File: config.mk
export PLATFORM = sky130hd
export DESIGN_NAME = fp32_mul
export DESIGN_NICKNAME = d
export VERILOG_FILES = /design/src/rtl/fp32_pkg.sv /design/src/rtl/fp32_unpack.sv /design/src/rtl/fp32_mul.sv
export SDC_FILE = /design/constraint.sdc
export NUM_CORES = 2
export LEC_CHECK = 0
export CAP_MARGIN = 20
export CELL_PAD_IN_SITES_DETAIL_PLACEMENT = 0
export CELL_PAD_IN_SITES_GLOBAL_PLACEMENT = 1
export CORE_AREA = 4 4 227 229
export CTS_BUF_LIST = sky130_fd_sc_hd__clkbuf_16
export DETAILED_ROUTE_END_ITERATION = 8
export DIE_AREA = 0 0 231 233
export PLACE_DENSITY = 0.91
export SLEW_MARGIN = 20
export SYNTH_ARGS = -nofsm -noshare
export SYNTH_HDL_FRONTEND = slang
export SYNTH_SLANG_ARGS = --single-unit
File: constraint.sdc
create_clock -name clk -period 6.63 [get_ports clk]
set_clock_uncertainty 0.1 [all_clocks]
set_input_delay 1.326 -clock clk [delete_from_list [all_inputs] [get_ports clk]]
set_output_delay 1.326 -clock clk [all_outputs]
set_load 0.02 [all_outputs]
File: src/rtl/fp32_pkg.sv
// rtl/fp32_pkg.sv - binary32 field widths, bias, canonical NaN and operand class enum
package fp32_pkg;

  localparam int EXP_W  = 8;
  localparam int FRAC_W = 23;
  localparam int SIG_W  = FRAC_W + 1;
  localparam int BIAS   = 127;

  localparam logic [EXP_W-1:0] EXP_MAX   = '1;
  localparam logic [31:0]      CANON_NAN = 32'h7FC00000;

  typedef enum logic [2:0] {
    ZERO,
    NORM,
    INF,
    QNAN,
    SNAN
  } fp_class_e;

endpackage

File: src/rtl/fp32_unpack.sv
// rtl/fp32_unpack.sv - binary32 field split and operand classification
//
// Ports:
//   val  : binary32 operand
//   sign : sign bit
//   exp  : biased exponent field
//   sig  : 24-bit significand with hidden bit (hidden bit 0 for zero/subnormal)
//   cls  : operand class; subnormals are reported as ZERO (flush-to-zero)
import fp32_pkg::*;

module fp32_unpack (
  input  logic [31:0]      val,
  output logic             sign,
  output logic [EXP_W-1:0] exp,
  output logic [SIG_W-1:0] sig,
  output fp_class_e        cls
);

  logic [FRAC_W-1:0] frac;

  assign sign = val[EXP_W+FRAC_W];
  assign exp  = val[FRAC_W +: EXP_W];
  assign frac = val[FRAC_W-1:0];
  assign sig  = {(exp != '0), frac};

  always_comb begin
    cls = NORM;
    if (exp == '0) begin
      cls = ZERO;
    end else if (exp == EXP_MAX) begin
      if (frac == '0)
        cls = INF;
      else if (frac[FRAC_W-1])
        cls = QNAN;
      else
        cls = SNAN;
    end
  end

endmodule

File: src/rtl/fp32_mul.sv
// rtl/fp32_mul.sv - two-stage pipelined binary32 multiplier, RNE, flush-to-zero
//
// Ports:
//   clk       : rising-edge clock
//   rst       : asynchronous active-high reset
//   in_valid  : mul1/mul2 carry a valid operand pair
//   mul1      : binary32 operand A
//   mul2      : binary32 operand B
//   out_valid : product/flags valid (in_valid delayed two stages)
//   product   : binary32 result A*B, held while out_valid=0
//   flags     : {invalid, overflow, underflow, inexact}
import fp32_pkg::*;

module fp32_mul (
  input  logic        clk,
  input  logic        rst,
  input  logic        in_valid,
  input  logic [31:0] mul1,
  input  logic [31:0] mul2,
  output logic        out_valid,
  output logic [31:0] product,
  output logic [3:0]  flags
);

  logic             sa, sb;
  logic [EXP_W-1:0] ea, eb;
  logic [SIG_W-1:0] ma, mb;
  fp_class_e        ca, cb;

  fp32_unpack u_unpack_a (.val(mul1), .sign(sa), .exp(ea), .sig(ma), .cls(ca));
  fp32_unpack u_unpack_b (.val(mul2), .sign(sb), .exp(eb), .sig(mb), .cls(cb));

  // Stage 1: special-case decode, exponent sum, significand product
  logic        spec;
  logic [31:0] spec_prod;
  logic [3:0]  spec_flags;
  logic        sgn;
  logic [9:0]  exp_sum;
  logic [47:0] sig_prod;

  assign sgn      = sa ^ sb;
  // Unbiased-once sum kept as 10-bit two's complement: range -125..381
  assign exp_sum  = {2'b00, ea} + {2'b00, eb} - 10'(BIAS);
  assign sig_prod = {24'b0, ma} * {24'b0, mb};

  always_comb begin
    spec       = 1'b1;
    spec_prod  = '0;
    spec_flags = '0;
    if (ca == QNAN || ca == SNAN || cb == QNAN || cb == SNAN) begin
      spec_prod  = CANON_NAN;
      spec_flags = {(ca == SNAN || cb == SNAN), 3'b000};
    end else if ((ca == INF && cb == ZERO) || (ca == ZERO && cb == INF)) begin
      spec_prod  = CANON_NAN;
      spec_flags = 4'b1000;
    end else if (ca == INF || cb == INF) begin
      spec_prod  = {sgn, EXP_MAX, {FRAC_W{1'b0}}};
    end else if (ca == ZERO || cb == ZERO) begin
      spec_prod  = {sgn, {(EXP_W+FRAC_W){1'b0}}};
    end else begin
      spec       = 1'b0;
    end
  end

  logic        s1_valid;
  logic        s1_spec;
  logic [31:0] s1_spec_prod;
  logic [3:0]  s1_spec_flags;
  logic        s1_sign;
  logic [9:0]  s1_exp;
  logic [47:0] s1_prod;

  always_ff @(posedge clk or posedge rst) begin
    if (rst) begin
      s1_valid      <= 1'b0;
      s1_spec       <= 1'b0;
      s1_spec_prod  <= '0;
      s1_spec_flags <= '0;
      s1_sign       <= 1'b0;
      s1_exp        <= '0;
      s1_prod       <= '0;
    end else begin
      s1_valid <= in_valid;
      if (in_valid) begin
        s1_spec       <= spec;
        s1_spec_prod  <= spec_prod;
        s1_spec_flags <= spec_flags;
        s1_sign       <= sgn;
        s1_exp        <= exp_sum;
        s1_prod       <= sig_prod;
      end
    end
  end

  // Stage 2: normalize, round to nearest even, range check, pack
  logic [SIG_W-1:0]  mant;
  logic              grd, sticky, round_up;
  logic [SIG_W:0]    mant_r;
  logic signed [9:0] exp_r;
  logic [FRAC_W-1:0] frac_r;
  logic [31:0]       res_prod;
  logic [3:0]        res_flags;

  always_comb begin
    if (s1_prod[47]) begin
      mant   = s1_prod[47:24];
      grd    = s1_prod[23];
      sticky = |s1_prod[22:0];
    end else begin
      mant   = s1_prod[46:23];
      grd    = s1_prod[22];
      sticky = |s1_prod[21:0];
    end
    round_up = grd & (sticky | mant[0]);
    mant_r   = {1'b0, mant} + {{SIG_W{1'b0}}, round_up};
    // A carry out of rounding leaves 1.000..0, so the shifted fraction is zero
    frac_r   = mant_r[SIG_W] ? mant_r[SIG_W-1:1] : mant_r[FRAC_W-1:0];
    exp_r    = s1_exp + {9'b0, s1_prod[47]} + {9'b0, mant_r[SIG_W]};

    res_prod  = '0;
    res_flags = '0;
    if (s1_spec) begin
      res_prod  = s1_spec_prod;
      res_flags = s1_spec_flags;
    end else if (exp_r >= 10'sd255) begin
      res_prod  = {s1_sign, EXP_MAX, {FRAC_W{1'b0}}};
      res_flags = 4'b0101;
    end else if (exp_r <= 10'sd0) begin
      res_prod  = {s1_sign, {(EXP_W+FRAC_W){1'b0}}};
      res_flags = 4'b0011;
    end else begin
      res_prod  = {s1_sign, exp_r[EXP_W-1:0], frac_r};
      res_flags = {3'b000, grd | sticky};
    end
  end

  always_ff @(posedge clk or posedge rst) begin
    if (rst) begin
      out_valid <= 1'b0;
      product   <= '0;
      flags     <= '0;
    end else begin
      out_valid <= s1_valid;
      if (s1_valid) begin
        product <= res_prod;
        flags   <= res_flags;
      end
    end
  end

endmodule

==> summary.txt <==
STA
  – Highest achievable clock rate: 0.132 GHz
  – Minimum clock period: 7.55 ns
  – Worst slew pin tran: 0.982 ns
  – TNS Setup: -21.83 ns
  – RSZ-0062 raised after global routing: true
  – Setup violators final: 33
  – Max-slew headroom: 0.339
  – Slew Limit Fails: 0
  – Final worst slack: -0.919 ns
  – Period utilization: 1.14
  – Final Hold Viols: 0

Synth
  – EDFF count, synth: 0
  – Cell Area, Synth: 0.0244 sq mm
  – Synth Flop Type: dfrtp_1
  – Seq/Total Area, Yosys: 0.104
  – Async SR Flop Fraction: 1.00
  – Syn Nets: between 3k and 4k
  – Warnings from Yosys: 0
  – #FFs+latches synth: 102
  – Syn Inst Count: 2741
  – Avg Inst Size Synth: 8.92 sq um
  – Netlist cell types: 75

CTS
  – H-tree lvl count: 3
  – CTS tree: done
  – Clock Tree Buf Depth: 2
  – Skew-Pair Late Insertion Delay: roughly 0.35 ns
  – Clock sink total: 102
  – Clock slew at reported path FFs: 0.07 ns
  – Total CTS buffers: 9
  – Clock Tree Root: clkbuf_16

Global routing
  – First-pass GRT wire length: 119000 um
  – Largest net degree at the start of global routing: 79
  – Initial antenna violation count: 0
  – Total global routing overflow: 0
  – Global Route Usage Sum: 0.277
  – Vias in the first global route: 22.9k

Floorplanning
  – Cell Rows: between 80 and 90
  – Die Height: roughly 230 um
  – Initial core utilization: 0.492
  – Core Footprint: 0.0497 sq mm
  – # IOs: 104
  – Horiz. Die Dim: 231 um
  – Die outline area: about 0.054 sq mm

Placement
  – Port buffer count: 103
  – Gpl congestion: 0.942
  – Post-DP Area: 0.0288 sq mm
  – HPWL Detailed: 57200 um

Critical path
  – CP dominant cell by count: fa_1
  – CP startpoint kind: input port
  – Setup CP Type: in2reg
  – Arrival time of the worst setup path: approximately 7.7 ns
  – R2r setup slk: between 0.8 and 0.9 ns
  – Worst R2R Start: s1_prod[4]
  – Critical Path RT: a little under 7 ns
  – R2R Path End: product[17]
  – Critical path peak fanout: 5
  – Register-to-Register Path Depth: 20
  – Critical Path End Type: register
  – Worst path max stage delay: 0.62 ns
  – CP max-delay cell: fa_1

Cells and area
  – Final instance area: 0.0319 sq mm
  – Share of layout cells above drive strength 1: 0.269
  – Most common cell after layout, fill and taps aside: inv_1
  – Commonest cells after routing, fill and taps aside: 515 x inv_1, 455 x fa_1, 389 x nand2_1, 316 x buf_4, 195 x and2_1
  – Nets: 3911
  – N_diodes: 0
  – Area grow syn2layout: 30.5%

Detailed routing
  – Final ANT Viol Nets: 0
  – WL/cell: 19.4 um
  – DR vias: 20.8k
  – Vias per Instance: approximately 5.4
  – DR pass1 iterations: 7
  – Drt total wl: about 74000 um
  – Post-route DRC: 0
  – Initial DRC count: approximately 1.3k

Min path
  – Min-Delay Path Class: reg2reg
  – Worst Hold Path EP: s1_sign
  – Hold Crit Start: s1_sign
  – Hold Path Cell Cnt: 1

Run status
  – Status: complete, but fails checks
  – Failing checks: negative setup slack

Flow run
  – Number of max-cap violations: 0
-- registers in the layout, summed over array words and instances, names as in the netlist --
signal and flops:
s1_spec 1, s1_exp 10, s1_spec_prod 3, s1_sign 1
s1_spec_flags 1, s1_prod 48, out_valid 1, s1_valid 1
product 32, flags 4
-- metal layers --
layer / global-route usage / routed length (um) / up-vias
li1: - / - / 9255
met1: 0.352 / 29200 / 10600
met2: 0.488 / 37500 / 691
met3: 0.0370 / 4340 / 214
met4: 0.101 / 3420 / 0
met5: 0 / 0 / -
-- metrics by stage --
step,std cells,worst slack [ns],utilization,hold WS [ns]
after floorplan,2741,-0.810,-,0.327
after global placement,3697,-1.60,0.581,0.360
after detailed placement,3697,-1.67,0.581,0.380
after CTS,3817,-0.915,0.629,0.396
after global routing,3845,-1.20,0.642,0.430
final,3845,-0.919,0.642,0.399
-- kinds of logic (layout without fill, tap and decap cells) --
| logic type | Yosys count | count (layout) | synth area share |
|---|---|---|---|
| AOI/OAI and AO/OA | 269 | 269 | 0.0730 |
| muxes | 56 | 56 | 0.0252 |
| buffers and inverters | 698 | 1130 | 0.108 |
| and+or+nand+nor | 879 | 879 | 0.173 |
| xor gates and xnor gates | 61 | 61 | 0.0219 |
| adders and majority gates | 676 | 676 | 0.495 |
| DFF | 102 | 102 | 0.104 |
-- cell usage after synthesis (12+ instances only) --
cell,number,area [sq um]
mux2_2,45,507
a21oi_1,85,425
xor2_1,20,175
a211oi_1,12,90.1
nand4_1,22,138
nand2_1,428,1610
a21o_1,18,135
nor2_1,70,263
inv_1,556,2090
nand2b_1,19,119
clkbuf_1,127,477
o21ai_0,36,180
and2_1,231,1450
nor4_1,22,138
nor3_1,17,85.1
fa_1,484,9690
o22ai_1,19,119
ha_1,192,2400
dfrtp_1,102,2550
nand3_1,26,130
xnor2_1,41,359
-- worst max-delay path by stage --
stage                        start          end  slack [ns]  cells past startpoint
after detailed placement  mul1[10]  s1_prod[42]       -1.67                     24
after global placement    mul2[30]  s1_prod[47]       -1.60                     24
after global routing      mul1[26]  s1_prod[42]       -1.20                     27
after CTS                 mul2[24]  s1_prod[46]       -0.92                     23
final                     mul2[28]  s1_prod[42]       -0.92                     25
after floorplan           mul1[29]  s1_prod[42]       -0.81                     25
-- what timing repair did --
| action | CTS | global route |
|---|---|---|
| pin swaps | 186 | 128 |
| setup buffers | 96 | 48 |
| gates cloned | 9 | 2 |
| hold buffers | 0 | 0 |
| endpoints found under the setup margin | 38 | 35 |
| gates resized for setup | 529 | 177 |
-- critical path: cells and delay by family --
family	cells	cell delay, ns
adders and majority gates	8	3.80
and+or+nand+nor	7	1.23
AOI/OAI and AO/OA	4	0.75
buffers and inverters	6	0.61
-- area by class of cell --
cell class / count / area [sq um]
Timing Repair Buffer: 558 / 5410
Multi-Input combinational cell: 1941 / 20700
Tap cell: 672 / 841
Fill cell: 3915 / 17800
Clock buffer: 9 / 225
Inverter: 556 / 2090
Sequential cell: 102 / 2550
Clock inverter: 7 / 114
Power is left out: the tool's default activity adds up to more than one toggle a clock period on the data nets, which glitch-free logic cannot reach.
==> edit, RTL diff (config.mk and constraints unchanged) <==
Make the reset (`rst`) synchronous in 2 clocked blocks. Comments in the files are not updated.
--- a/src/rtl/fp32_mul.sv
+++ b/src/rtl/fp32_mul.sv
@@ -71,5 +71,5 @@
   logic [47:0] s1_prod;
 
-  always_ff @(posedge clk or posedge rst) begin
+  always_ff @(posedge clk) begin
     if (rst) begin
       s1_valid      <= 1'b0;
@@ -135,5 +135,5 @@
   end
 
-  always_ff @(posedge clk or posedge rst) begin
+  always_ff @(posedge clk) begin
     if (rst) begin
       out_valid <= 1'b0;
Function: changed (a bounded check fails within 4 cycles, from zero or initial values and one cycle with rst high; the reset may be asserted at any time).
==> edit against the original RTL <==
The flow still finishes with violations (setup timing); sequential share of layout area is 1.7 points lower; synthesized cell count is 2.8% higher; sequential cell count stayed put; synthesized area is 0.67% lower; worst setup slack worse by 0.047 ns; routed wire length is 11% higher; first-iteration DRC count is 30% higher; cell area is 0.89% higher; critical path type unchanged; critical endpoint is now s1_prod[42].
Power is left out: the tool's default activity adds up to more than one toggle a clock period on the data nets, which glitch-free logic cannot reach.
==> edit: results (changes against the original RTL) <==
metric	value	unit	change
cell with the largest stage delay on the worst path	sky130_fd_sc_hd__fa_2		was sky130_fd_sc_hd__fa_1
setup repair bufs after CTS	117		was 96
Cell Count Post-Placement	3746		was 3697
violations in the final reports	setup timing		unchanged
area share of buffers outside the clock network	19.1	%	was 16.9%
initial detailed-routing violation count	1697		was 1301
count of buffers inserted at the top-level ports	103		unchanged
antenna violations before repair	5		was 0
global routing met2 resource utilization	52.4	%	was 48.8%
post-route setup slack	-0.966	ns	was -0.919 ns
Worst Setup Slack post-DPL	-1.80	ns	was -1.67 ns
first-pass GRT wire length	130000	um	was 119000 um
register share of the cell area	6.35	%	was 8.01%
fraction of final layout cells with drive strength greater than 1	25.1	%	was 26.9%
Pre-Repair DR Iteration Count	6		was 7
met1 Usage GRT	36.1	%	was 35.2%
number of cells upsized or downsized after cts	437		was 529
Non-Clock Buffer Count	588		was 558
met3 wire length	7150	um	was 4340 um
M1 WL	29700	um	was 29200 um
launch point of the critical path	mul2[28]		unchanged
sequential area share after synthesis	8.41	%	was 10.4%
antenna cells	5		was 0
Worst R2R Setup Slack	0.50	ns	was 0.85 ns
worst slack on hold paths	0.355	ns	was 0.399 ns
final sum of negative setup slack	-22.87	ns	was -21.83 ns
RD Place Congestion	0.948		was 0.942
worst min-delay path startpoint	product[4]		was s1_sign
Crit Reg-Reg Startpoint	s1_prod[2]		was s1_prod[4]
number of cells on the worst hold path	2		was 1
area of the multi-input gates	0.0208	sq mm	was 0.0207 sq mm
share of async-settable or async-resettable flops after synthesis	0	%	was 100%
Tot GR Track Use	30.8	%	was 27.7%
met3 track demand over resource in global routing	6.44	%	was 3.70%
Largest stage delay, worst path	0.56	ns	was 0.62 ns
run status	complete, but fails checks		unchanged
Gate Count Post-Synth	2819		was 2741
final number of setup-violating endpoints	34		was 33
number of unique standard cell types used by synthesis	80		was 75
met2 wire len	40100	um	was 37500 um
average wire per cell in the routed design	21.1	um	was 19.4 um
non-filler cells, final	3939		was 3845
worst min-delay path endpoint	product[4]		was s1_sign
number of inverters outside the clock class in the layout	536		was 556
cell area after placement	0.0288	sq mm	about the same
fraction of area in clock buffers and inverters	1.07	%	was 1.06%
top area cells in the synthesized netlist	sky130_fd_sc_hd__fa_1, sky130_fd_sc_hd__ha_1, sky130_fd_sc_hd__dfxtp_1		was sky130_fd_sc_hd__fa_1, sky130_fd_sc_hd__dfrtp_1, sky130_fd_sc_hd__ha_1
WP data arrival	7.73	ns	was 7.72 ns
top flip-flop cell by instance count after synthesis	sky130_fd_sc_hd__dfxtp_1		was sky130_fd_sc_hd__dfrtp_1
capturing point of the worst reg2reg path	product[6]		was product[17]
Fill cells	3868		was 3915
Detail Placement HPWL	56900	um	was 57200 um
destination of the critical timing path	s1_prod[42]		unchanged
count of multi-input gates	2020		was 1941
net count after synthesis	3562		was 3484
==> edit: changes by cell type after synthesis, moves of 18 or more <==
| cell | change |
|---|---|
| sky130_fd_sc_hd__dfrtp_1 | -102 |
| sky130_fd_sc_hd__dfxtp_1 | +102 |
| sky130_fd_sc_hd__mux2_2 | -44 |
| sky130_fd_sc_hd__nor2_1 | +44 |
| sky130_fd_sc_hd__mux2i_1 | +32 |
| sky130_fd_sc_hd__inv_1 | -21 |
| sky130_fd_sc_hd__a211oi_1 | +18 |
| sky130_fd_sc_hd__clkbuf_1 | +18 |
==> edit: logic make-up after synthesis <==
group	Yosys count	synth area share, %
AOI/OAI and AO/OA	301	8.29
xor gates and xnor gates	59	2.13
adders and majority gates	676	49.8
buffers and inverters	697	10.9
DFF	102	8.41
muxes	44	1.82
and+or+nand+nor	940	18.7
